[src/rtl/unit_mem_arbiter_if.sv]
// Request/grant/done bundle between the processing units and the
// shared memory port. slave = arbiter side, master = units + memory.
interface unit_mem_arbiter_if #(
   parameter int NUM_UNITS = 4,
   parameter int VEC_W     = 32
);
   logic [NUM_UNITS-1:0]            req;
   logic [NUM_UNITS-1:0][3:0]       op_type;
   logic [NUM_UNITS-1:0][3:0]       vec_index;
   logic [NUM_UNITS-1:0][3:0]       mat_row;
   logic [NUM_UNITS-1:0][3:0]       mat_col;
   logic [NUM_UNITS-1:0][VEC_W-1:0] wdata;
   logic [NUM_UNITS-1:0]            grant;
   logic [NUM_UNITS-1:0]            done;
   logic [VEC_W-1:0]                rdata;

   logic             m_valid;
   logic [3:0]       m_op;
   logic [3:0]       m_vec_index;
   logic [3:0]       m_mat_row;
   logic [3:0]       m_mat_col;
   logic [VEC_W-1:0] m_wdata;
   logic             m_ready;
   logic             m_done;
   logic [VEC_W-1:0] m_rdata;

   modport slave (
      input  req, op_type, vec_index, mat_row, mat_col, wdata,
      input  m_ready, m_done, m_rdata,
      output grant, done, rdata,
      output m_valid, m_op, m_vec_index, m_mat_row, m_mat_col,
      output m_wdata
   );

   modport master (
      output req, op_type, vec_index, mat_row, mat_col, wdata,
      output m_ready, m_done, m_rdata,
      input  grant, done, rdata,
      input  m_valid, m_op, m_vec_index, m_mat_row, m_mat_col,
      input  m_wdata
   );
endinterface

[src/rtl/unit_mem_arbiter.sv]
// Round-robin arbiter/sequencer sharing one memory port among units.
// Ports: clk, rst_n (async low), bus (slave modport: unit req/grant/
// done + memory command/response), busy, owner, op_err, timeout_err.
module unit_mem_arbiter #(
   parameter int NUM_UNITS      = 4,
   parameter int VEC_W          = 32,
   parameter int TIMEOUT_CYCLES = 255,
   localparam int OWN_W = (NUM_UNITS > 1) ? $clog2(NUM_UNITS) : 1,
   localparam int CNT_W = $clog2(TIMEOUT_CYCLES + 1)
) (
   input  logic                 clk,
   input  logic                 rst_n,
   unit_mem_arbiter_if.slave    bus,
   output logic                 busy,
   output logic [OWN_W-1:0]     owner,
   output logic                 op_err,
   output logic                 timeout_err
);

   localparam logic [1:0] S_IDLE    = 2'd0;
   localparam logic [1:0] S_ISSUE   = 2'd1;
   localparam logic [1:0] S_WAIT    = 2'd2;
   localparam logic [1:0] S_RELEASE = 2'd3;

   logic [1:0]       state;
   logic [OWN_W-1:0] last_owner;
   logic [CNT_W-1:0] cnt;
   logic             drop;

   logic [OWN_W-1:0] sel;
   logic             found;
   logic [3:0]       sel_op;
   logic             legal;
   logic             own_req;
   logic             cnt_hit;
   logic             aborted;

   // First requester after last_owner, wrapping round.
   always_comb begin
      sel   = '0;
      found = 1'b0;
      for (int i = 1; i <= NUM_UNITS; i++) begin
         if (!found &&
             bus.req[(int'(last_owner) + i) % NUM_UNITS]) begin
            found = 1'b1;
            sel   = OWN_W'((int'(last_owner) + i) % NUM_UNITS);
         end
      end
   end

   assign sel_op  = bus.op_type[sel];
   assign legal   = (sel_op == 4'b0001) ||
                    (sel_op == 4'b0010) ||
                    (sel_op == 4'b0100);
   assign own_req = bus.req[owner];
   assign cnt_hit = (cnt == CNT_W'(TIMEOUT_CYCLES - 1));
   // A requester that let go at any point in WAIT gets no result.
   assign aborted = drop || !own_req;
   assign busy    = (state != S_IDLE);

   always_ff @(posedge clk or negedge rst_n) begin
      if (!rst_n) begin
         state           <= S_IDLE;
         last_owner      <= OWN_W'(NUM_UNITS - 1);
         owner           <= '0;
         cnt             <= '0;
         drop            <= 1'b0;
         op_err          <= 1'b0;
         timeout_err     <= 1'b0;
         bus.grant       <= '0;
         bus.done        <= '0;
         bus.rdata       <= '0;
         bus.m_valid     <= 1'b0;
         bus.m_op        <= '0;
         bus.m_vec_index <= '0;
         bus.m_mat_row   <= '0;
         bus.m_mat_col   <= '0;
         bus.m_wdata     <= '0;
      end else begin
         bus.done    <= '0;
         op_err      <= 1'b0;
         timeout_err <= 1'b0;
         unique case (state)
            S_IDLE: begin
               if (found) begin
                  owner           <= sel;
                  bus.grant       <= NUM_UNITS'(1) << sel;
                  bus.m_op        <= sel_op;
                  bus.m_vec_index <= bus.vec_index[sel];
                  bus.m_mat_row   <= bus.mat_row[sel];
                  bus.m_mat_col   <= bus.mat_col[sel];
                  bus.m_wdata     <= bus.wdata[sel];
                  if (legal) begin
                     bus.m_valid <= 1'b1;
                     state       <= S_ISSUE;
                  end else begin
                     op_err    <= 1'b1;
                     bus.done  <= NUM_UNITS'(1) << sel;
                     bus.rdata <= '0;
                     state     <= S_RELEASE;
                  end
               end
            end
            S_ISSUE: begin
               // An accepted command is committed even if req drops
               // on the same edge.
               if (bus.m_ready) begin
                  bus.m_valid <= 1'b0;
                  cnt         <= '0;
                  drop        <= 1'b0;
                  state       <= S_WAIT;
               end else if (!own_req) begin
                  bus.m_valid <= 1'b0;
                  bus.grant   <= '0;
                  last_owner  <= owner;
                  state       <= S_IDLE;
               end
            end
            S_WAIT: begin
               if (!own_req)
                  drop <= 1'b1;
               if (bus.m_done || cnt_hit) begin
                  if (!aborted) begin
                     bus.done  <= NUM_UNITS'(1) << owner;
                     bus.rdata <= bus.m_done ? bus.m_rdata : '0;
                  end
                  timeout_err <= !bus.m_done;
                  state       <= S_RELEASE;
               end else begin
                  cnt <= cnt + 1'b1;
               end
            end
            S_RELEASE: begin
               if (!own_req) begin
                  bus.grant  <= '0;
                  last_owner <= owner;
                  state      <= S_IDLE;
               end
            end
            default: state <= S_IDLE;
         endcase
      end
   end

endmodule

[src/flat_wrapper.sv]
// flat-port wrapper written by rule: the top's interface ports become plain ports
module unit_mem_arbiter_flat 
#(
   parameter int NUM_UNITS      = 4,
   parameter int VEC_W          = 32,
   parameter int TIMEOUT_CYCLES = 255,
   localparam int OWN_W = (NUM_UNITS > 1) ? $clog2(NUM_UNITS) : 1,
   localparam int CNT_W = $clog2(TIMEOUT_CYCLES + 1)
)
  (clk, rst_n, busy, owner, op_err, timeout_err, bus_req, bus_op_type, bus_vec_index, bus_mat_row, bus_mat_col, bus_wdata, bus_m_ready, bus_m_done, bus_m_rdata, bus_grant, bus_done, bus_rdata, bus_m_valid, bus_m_op, bus_m_vec_index, bus_m_mat_row, bus_m_mat_col, bus_m_wdata);
  unit_mem_arbiter_if #(.NUM_UNITS(NUM_UNITS), .VEC_W(VEC_W)) bus_i ();
  input  logic clk;
  input  logic rst_n;
  output logic busy;
  output logic [OWN_W-1:0] owner;
  output logic op_err;
  output logic timeout_err;
  input wire logic [$bits(bus_i.req)-1:0] bus_req;
  input wire logic [$bits(bus_i.op_type)-1:0] bus_op_type;
  input wire logic [$bits(bus_i.vec_index)-1:0] bus_vec_index;
  input wire logic [$bits(bus_i.mat_row)-1:0] bus_mat_row;
  input wire logic [$bits(bus_i.mat_col)-1:0] bus_mat_col;
  input wire logic [$bits(bus_i.wdata)-1:0] bus_wdata;
  input wire logic [$bits(bus_i.m_ready)-1:0] bus_m_ready;
  input wire logic [$bits(bus_i.m_done)-1:0] bus_m_done;
  input wire logic [$bits(bus_i.m_rdata)-1:0] bus_m_rdata;
  output wire logic [$bits(bus_i.grant)-1:0] bus_grant;
  output wire logic [$bits(bus_i.done)-1:0] bus_done;
  output wire logic [$bits(bus_i.rdata)-1:0] bus_rdata;
  output wire logic [$bits(bus_i.m_valid)-1:0] bus_m_valid;
  output wire logic [$bits(bus_i.m_op)-1:0] bus_m_op;
  output wire logic [$bits(bus_i.m_vec_index)-1:0] bus_m_vec_index;
  output wire logic [$bits(bus_i.m_mat_row)-1:0] bus_m_mat_row;
  output wire logic [$bits(bus_i.m_mat_col)-1:0] bus_m_mat_col;
  output wire logic [$bits(bus_i.m_wdata)-1:0] bus_m_wdata;
  assign bus_i.req = bus_req;
  assign bus_i.op_type = bus_op_type;
  assign bus_i.vec_index = bus_vec_index;
  assign bus_i.mat_row = bus_mat_row;
  assign bus_i.mat_col = bus_mat_col;
  assign bus_i.wdata = bus_wdata;
  assign bus_i.m_ready = bus_m_ready;
  assign bus_i.m_done = bus_m_done;
  assign bus_i.m_rdata = bus_m_rdata;
  assign bus_grant = bus_i.grant;
  assign bus_done = bus_i.done;
  assign bus_rdata = bus_i.rdata;
  assign bus_m_valid = bus_i.m_valid;
  assign bus_m_op = bus_i.m_op;
  assign bus_m_vec_index = bus_i.m_vec_index;
  assign bus_m_mat_row = bus_i.m_mat_row;
  assign bus_m_mat_col = bus_i.m_mat_col;
  assign bus_m_wdata = bus_i.m_wdata;
  unit_mem_arbiter #(.NUM_UNITS(NUM_UNITS), .VEC_W(VEC_W), .TIMEOUT_CYCLES(TIMEOUT_CYCLES)) u_core (.clk(clk), .rst_n(rst_n), .bus(bus_i), .busy(busy), .owner(owner), .op_err(op_err), .timeout_err(timeout_err));
endmodule
[config.mk]
export PLATFORM = sky130hd
export DESIGN_NAME = unit_mem_arbiter_flat
export DESIGN_NICKNAME = d
export VERILOG_FILES = /design/src/rtl/unit_mem_arbiter_if.sv /design/src/rtl/unit_mem_arbiter.sv /design/src/flat_wrapper.sv
export SDC_FILE = /design/constraint.sdc
export NUM_CORES = 1
export LEC_CHECK = 0
export CAP_MARGIN = 20
export CORE_AREA = 2 2 125 127
export DETAILED_ROUTE_END_ITERATION = 8
export DIE_AREA = 0 0 127 129
export HOLD_SLACK_MARGIN = 0.05
export PLACE_DENSITY = 0.9
export SLEW_MARGIN = 20
export SYNTH_ARGS = -nofsm -noshare
export SYNTH_HDL_FRONTEND = slang
export SYNTH_SLANG_ARGS = --single-unit
[constraint.sdc]
create_clock -name clk -period 5.35 [get_ports clk]
set_clock_uncertainty 0.15 [all_clocks]
set_input_delay 1.07 -clock clk [delete_from_list [all_inputs] [get_ports clk]]
set_output_delay 1.07 -clock clk [all_outputs]
set_load 0.02 [all_outputs]
# == After elaboration in Yosys (flattened, before gate mapping) ==
# Index checks and enable logic that the tools add are counted.
# totals
ff_bits,106
output_inout_bits,94
wordCells,153
# op_classes
n_addsub,5
magnitude_cmp,6
n_eq_ne,17
shifts,2
muxes,72
bitwise,4
reduce_logical,31
# op_table
cell,count
32-bit 2-to-1 mux,6
32-bit binary-select mux with 2-bit select,1
32-bit one-hot mux with 2 select lines,1
4-bit 2-to-1 mux,11
4-bit binary-select mux with 2-bit select,4
1-bit 2-to-1 mux,24
2-bit 2-to-1 mux,11
"3-bit by 4-bit less-than comparator with 1-bit output, second input constant",4
8-bit 2-to-1 mux,2
8-bit one-hot mux with 2 select lines,1
"2-bit != test, second input constant",6
4-bit one-hot mux with 3 select lines,1
1-bit binary-select mux with 2-bit select,5
2-bit nonzero test,5
3-bit AND reduction,3
"8-bit by 1-bit adder with 8-bit output, second input constant",1
"8-bit == test, second input constant",1
2-bit one-hot mux with 4 select lines,1
4-bit one-hot mux with 2 select lines,1
2-bit OR reduction,4
"1-bit by 2-bit left shift with 4-bit output, first input constant",2
"2-bit by 3-bit less-than comparator with 1-bit output, second input constant",2
"2-bit by 1-bit != test with 1-bit output, second input constant",3
2-bit AND reduction,3
other kinds (18),34

# == Depth between registers and ports, before layout ==
# Gate-level depths: netlist (run 1).
# depth
ltp_word,24
ltp_mapped,12
depth_no_buf,9

# == Worst setup path after synthesis (run 1) ==
# Ideal clock, no wire load.
# synth_timing
kind,input port to flip-flop
startpoint,input bus_req[3]
endpoint,register u_core.bus.rdata[10]
setup_time_ps,79
arrival_time_ps,3304
t_required_ps,5121
slack_ps,1816
stages,11
path_buffers,3
cell_sequence,buf_2 nor3_1 a311o_1 a32o_1 a221o_1 o41a_1 o21ai_2 and2b_1 buf_6 buf_12 mux2i_1
# synth_between
elab_chain_cells,20
# synth_rtl
element,line_no,text
"start, declared",flat_wrapper.sv:18,input wire logic [$bits(bus_i.req)-1:0] bus_req;
1-bit binary-select mux with 2-bit select,unit_mem_arbiter.sv:44,bus.req[(int'(last_owner) + i) % NUM_UNITS]) begin
1-bit 2-to-1 mux (implied by the code) (2 in a row),unit_mem_arbiter.sv:44,
1-bit 2-to-1 mux,unit_mem_arbiter.sv:43,if (!found &&
1-bit logical NOT,unit_mem_arbiter.sv:43,
1-bit logical AND,unit_mem_arbiter.sv:43,
1-bit 2-to-1 mux,unit_mem_arbiter.sv:43,
1-bit logical NOT,unit_mem_arbiter.sv:43,
1-bit logical AND,unit_mem_arbiter.sv:43,
[... 3 more ...],--,
2-bit 2-to-1 mux,unit_mem_arbiter.sv:43,
4-bit binary-select mux with 2-bit select,unit_mem_arbiter.sv:51,assign sel_op = bus.op_type[sel];
4-bit 2-to-1 mux (implied by the code),unit_mem_arbiter.sv:51,
4-bit by 1-bit == test with 1-bit output or 4-bit by 2-bit == test with 1-bit output (tied branches),"unit_mem_arbiter.sv:52, unit_mem_arbiter.sv:53",
1-bit logical OR,unit_mem_arbiter.sv:52,assign legal = (sel_op == 4'b0001) ||
1-bit logical OR,unit_mem_arbiter.sv:53,(sel_op == 4'b0010) ||
2-bit != test (no source line),--,
5-bit AND reduction (no source line) (*),--,
"end signal, assigned",unit_mem_arbiter.sv:125,bus.rdata <= bus.m_done ? bus.m_rdata : '0;
"end, declared",unit_mem_arbiter_if.sv:30,"output grant, done, rdata,"
# Mark *: on every way between the ends. The rest lies on a longest branch, timed or not. The select of a mux whose other input is x is not followed.
# A chain may end at the register's enable or synchronous reset.

# == Worst setup path in the final report (run 1) ==
# layout_timing
startpoint,input bus_req[3]
endpoint,register u_core.bus.rdata[31]
# Same word-level chain as after synthesis.

==> results of run 1 <==
## layout by cell type (no fill, tap or decap), types with 2 or more instances in the layout
master             n
buf_4              8
a21oi_1            5
a31oi_1           45
or3_1              4
o22ai_1            4
clkdlybuf4s50_1  324
inv_1             44
xor2_1             4
and3_1             2
a221o_1            2
dfstp_2            2
a222oi_1          44
nand2_1          103
dfrtp_1          104
o21ai_0           15
a32o_1             2
clkinv_4           2
nand2b_1           5
nand3_1           11
mux2i_1           32
or2b_1             2
and2_2             3
ha_1               2
nor3_1             4
nor2_1            64
clkbuf_16          9
and2_1             2
nand4_1            5
## through the flow
step | hold slack [ns] | worst slack (ns) | util
final | 0.341 | 0.713 | 0.601
after detailed placement | 0.328 | 0.373 | 0.581
after global routing | 0.376 | 0.510 | 0.601
after global placement | 0.312 | 0.653 | 0.581
after floorplan | 0.301 | 1.82 | -
after CTS | 0.347 | 0.763 | 0.600
## layout make-up
type / instances / area [sq um] / area share
diodes: 1 / 2.50 / 0.000278
repair buffers: 332 / 3300 / 0.367
multi-input cells: 384 / 2340 / 0.261
flip-flops and latches: 106 / 2660 / 0.295
inverters: 44 / 165 / 0.0184
clock buffers: 10 / 229 / 0.0255
well taps: 188 / 235 / 0.0262
clock inverters: 6 / 61.3 / 0.00682
## state kept, by name, summed over array words and instances (netlist names)
register	flops
u_core.bus.m_wdata	32
u_core.bus.rdata	32
u_core.cnt	8
u_core.bus.done	4
u_core.bus.grant	4
u_core.bus.m_mat_col	4
u_core.bus.m_mat_row	4
u_core.bus.m_op	4
u_core.bus.m_vec_index	4
u_core.last_owner	2
u_core.owner	2
u_core.state	2
u_core.bus.m_valid	1
u_core.drop	1
u_core.op_err	1
u_core.timeout_err	1
## path summary, 6_finish.rpt
path | from | end | cells past startpoint | slack (ns)
hold reg to reg | u_core.bus.m_op[1]$_DFFE_PN0P_ | u_core.bus.m_op[1]$_DFFE_PN0P_ | 2 | 0.34
hold / removal | u_core.bus.m_op[1]$_DFFE_PN0P_ | u_core.bus.m_op[1]$_DFFE_PN0P_ | 2 | 0.34
max in group asynchronous | rst_n | u_core.bus.m_wdata[14]$_DFFE_PN0P_ | 2 | 3.29
setup reg to reg | u_core.last_owner[1]$_DFFE_PN1P_ | u_core.bus.rdata[31]$_DFFE_PN0P_ | 9 | 1.61
setup / recovery | bus_req[3] | u_core.bus.rdata[31]$_DFFE_PN0P_ | 10 | 0.71
min in group asynchronous | rst_n | u_core.bus.rdata[9]$_DFFE_PN0P_ | 1 | 0.67
## metal layers
| layer | global-route usage | wire length (um) | vias to the layer above |
|---|---|---|---|
| li1 | - | - | 2671 |
| met1 | 0.273 | 7280 | 2662 |
| met2 | 0.387 | 9500 | 322 |
| met3 | 0.0798 | 1970 | 42 |
| met4 | 0.0911 | 630 | 0 |
| met5 | 0 | 0 | - |
## power breakdown
group / total (uW) / internal [uW] / switching (uW)
clock: 645 / 327 / 318
combinational: 2530 / 1170 / 1360
sequential: 1410 / 1170 / 237
## logic make-up (layout without fill, tap and decap cells)
logic type,after synthesis,in the layout,share of synthesized area
compound gates,130,130,0.185
xor+xnor,5,5,0.00815
fa+ha+maj,2,2,0.00466
buf+inv,87,392,0.0725
flops,106,106,0.494
mux,34,34,0.0659
other cells,0,1,0
simple gates,213,213,0.169
## critical path, stage by stage
cell and delay [ns]:
clkdlybuf4s50_1 0.67, nand2b_1 0.15, a311o_1 0.45, a32o_1 0.31, a221oi_1 0.46, or2b_1 0.29
o21ai_2 0.28, and2b_2 0.55, buf_4 0.29, mux2i_1 0.22
==> out/metrics.cfg, run 1 <==
[outcome]
outcome = complete, no violations

[die]
die_w_um = 127
row_count = 45
ios = 326
start_util = 0.359
die-area_sq_um = 16400
core_area_sq_um = 15000
die-height_um = 129

[placed_design]
place_hpwl_mm = 14.5
place.gp.congestion = 0.926
io_buffers = 325
dpl_cell_area_sq_um = 8700
dp.cells = 1054

[clocking]
tritoncts = built
clk_latency_ns = 0.35
path_clk_slew_ns = 0.07
cts_made_buffers = 9
cts_resized = 0
cts_buffer_depth = 2
clock-sinks = 106
root_buffer = clkbuf_16
post-cts-setup-buffers = 0
h-tree-depth = 3
hold_buffers = 0

[synthesis]
synth_warnings = 0
yosysTopAreaCell = dfrtp_1
synth_area_sq_um = 5370
synth_common_cells = dfrtp_1 (104), nand2_1 (103), nor2_1 (65)
ys.flop_type = dfrtp_1
synth_area_leaders = dfrtp_1 (48%), a222oi_1 (8.2%), nand2_1 (7.2%), mux2i_1 (6.0%), a31oi_1 (5.2%)
async_flop_share = 1.00
synth_top_area_frac = 0.485
ys_seq_area_frac = 0.494
synth_fp_nets = 811
synth_most_common_cell = dfrtp_1
ys_ff_latch = 106
ys_types = 51
synth_cells = 577
synth-edff-count = 0
avgSynthCellArea_sq_um = 9.31

[global_routing]
globalRouteOverflowTotal = 0
grt_usage = 0.230
grt_pass1_wl_mm = 29.5
grt_max_degree = 95
antenna_found_initial = 1
first_global_vias = 5606

[cells_and_area]
stdcell_count = 1071
area_growth_pct = 67.5
design_area_sq_um = 8990
fillers = 1251
drive_gt1_frac = 0.0442
fin_nets = 1111

[route]
ant_nets = 0
wirelength_mm = 19.4
vias = 5697
post_drt_wl_per_cell_um = 18.1
drtIter0Drc = 556
drc_errors = 0
firstDrtPassIters = 7
viasPerCell = 5.32

[timing]
setup_viol = 0
worst_slew_pin_slew_ns = 0.989
fin_crit_ns = 4.64
relSlewSlack = 0.341
finalCritPeriodShare = 0.867
fmax_mhz = 216
slew_violations = 0
fin_setup_tns_ns = 0
rsz0062_at_grt = false
hold_viol_final = 0

[power_and_ir_drop]
power.density_nw_per_um2 = 510
total_power_uw = 4590
irDropWorstVdd_v = 0.000264
p_leak_uw = 0.00372

[setup_path]
crit_required_ns = 5.47
end_kind = register
critical_path_class = primary input to register
crit_arrival_ns = 4.75
start_kind = primary input
crit_fanout = 18

[worst_hold_path]
hold_class = register to register

[job]
cap_violations = 0

Note: power is estimated with default switching activity, not from simulation.
==> inputs of run 2 (changes only) <==
Settings changed: CTS_CLUSTER_DIAMETER set to 150.
==> results of run 2 <==
Same layout as run 1: the final DEF is identical, and so are final timing and power.
==> inputs of run 3 (changes only) <==
Settings changed: GPL_ROUTABILITY_DRIVEN set to 0, MAX_ROUTING_LAYER set to met4.
==> out/metrics.cfg, run 3 (synthesis results as in run 1) <==
[outcome]
outcome = complete, no violations

[cells_and_area]
final_common_cell = clkdlybuf4s50_1
area_growth_pct = 67.8
reg_top3 = u_core.bus.m_wdata x32, u_core.bus.rdata x32, u_core.cnt x8
final_cell_mix = clkdlybuf4s50_1 (324), dfrtp_1 (104), nand2_1 (103), nor2_1 (64), a31oi_1 (45)
drive_gt1_frac = 0.0454
design_area_sq_um = 9010
fin_nets = 1111
stdcell_count = 1073

[power_and_ir_drop]
power.density_nw_per_um2 = 511
p_leak_uw = 0.00373
total_power_uw = 4610
irDropWorstVdd_v = 0.000269

[timing]
fin_setup_tns_ns = 0
fin_crit_ns = 4.51
rsz0062_at_grt = false
hold_viol_final = 0
fmax_mhz = 222
relSlewSlack = 0.367
finalCritPeriodShare = 0.843
worst_slew_pin_slew_ns = 0.949
setup_viol = 0
slew_violations = 0

[global_routing]
grt_max_degree = 95
grt_pass1_wl_mm = 29.6
antenna_found_initial = 3
first_global_vias = 5588
grt_usage = 0.240
globalRouteOverflowTotal = 0

[placed_design]
dpl_cell_area_sq_um = 8710
dp.cells = 1054
place_hpwl_mm = 14.8
io_buffers = 325

[die]
die-height_um = 129
die_w_um = 127
die-area_sq_um = 16400
core_area_sq_um = 15000
start_util = 0.359
ios = 326
row_count = 45

[clocking]
h-tree-depth = 3
cts_made_buffers = 9
path_clk_slew_ns = 0.08
clock-sinks = 106
tritoncts = built
hold_buffers = 0
post-cts-setup-buffers = 0
cts_resized = 0
cts_buffer_depth = 2
clk_latency_ns = 0.35
root_buffer = clkbuf_16

[route]
viasPerCell = 5.36
post_drt_wl_per_cell_um = 18.1
firstDrtPassIters = 8
drc_errors = 0
ant_nets = 0
vias = 5755
wirelength_mm = 19.5
drtIter0Drc = 565

[setup_path]
crit_fanout = 16
critical_path_class = primary input to register
start_kind = primary input
crit_required_ns = 5.47
end_kind = register
crit_arrival_ns = 4.63

[worst_hold_path]
hold_class = register to register

[job]
cap_violations = 0

[run 3: final timing paths]
kind	startpoint	slack (ns)	to	cells after the start
setup / recovery	bus_req[3]	0.84	u_core.bus.rdata[14]$_DFFE_PN0P_	10
hold / removal	u_core.bus.m_op[1]$_DFFE_PN0P_	0.33	u_core.bus.m_op[1]$_DFFE_PN0P_	2
setup reg to reg	u_core.last_owner[1]$_DFFE_PN1P_	1.77	u_core.bus.rdata[14]$_DFFE_PN0P_	9
hold reg to reg	u_core.bus.m_op[1]$_DFFE_PN0P_	0.33	u_core.bus.m_op[1]$_DFFE_PN0P_	2
max in group asynchronous	rst_n	3.32	u_core.last_owner[1]$_DFFE_PN1P_	2
min in group asynchronous	rst_n	0.67	u_core.bus.grant[0]$_DFFE_PN0P_	1
[run 3: stage by stage]
stage / utilization / hold WS (ns) / setup WS (ns)
2_1_floorplan: - / 0.301 / 1.82
3_3_place_gp: 0.581 / 0.315 / 0.689
3_5_place_dp: 0.581 / 0.319 / 0.492
4_1_cts: 0.601 / 0.337 / 0.861
5_1_grt: 0.602 / 0.372 / 0.604
6_report: 0.602 / 0.335 / 0.840
[run 3: area by class of cell]
type	instances	area, sq um
clock inverters	5	46.3
flip-flops and latches	106	2660
multi-input cells	384	2340
repair buffers	332	3310
fillers	1256	5960
inverters	44	165
diodes	3	7.51
well taps	188	235
clock buffers	11	253
[run 3: worst max-delay path, cell delays in order]
cell	delay, ns
clkdlybuf4s50_1	0.67
nand2b_1	0.14
a311o_1	0.46
a32o_1	0.32
a221oi_1	0.42
or2b_1	0.29
o21ai_2	0.24
and2b_2	0.50
buf_4	0.29
mux2i_1	0.21
[run 3: metal layers]
layer  vias to the layer above  GRT usage  wire length (um)
li1                       2678          -                 -
met1                      2666      0.292              7390
met2                       362      0.381              9390
met3                        49     0.0586              2000
met4                         0      0.103               671
met5                         -          -                 0
[run 3: power by group]
part	leakage [uW]	switching, uW	total, uW	internal, uW
Combinational	0.00226	1360	2530	1170
Sequential	0.00132	238	1410	1170
Clock	0.000148	320	669	350
Total	0.00373	1910	4610	2700
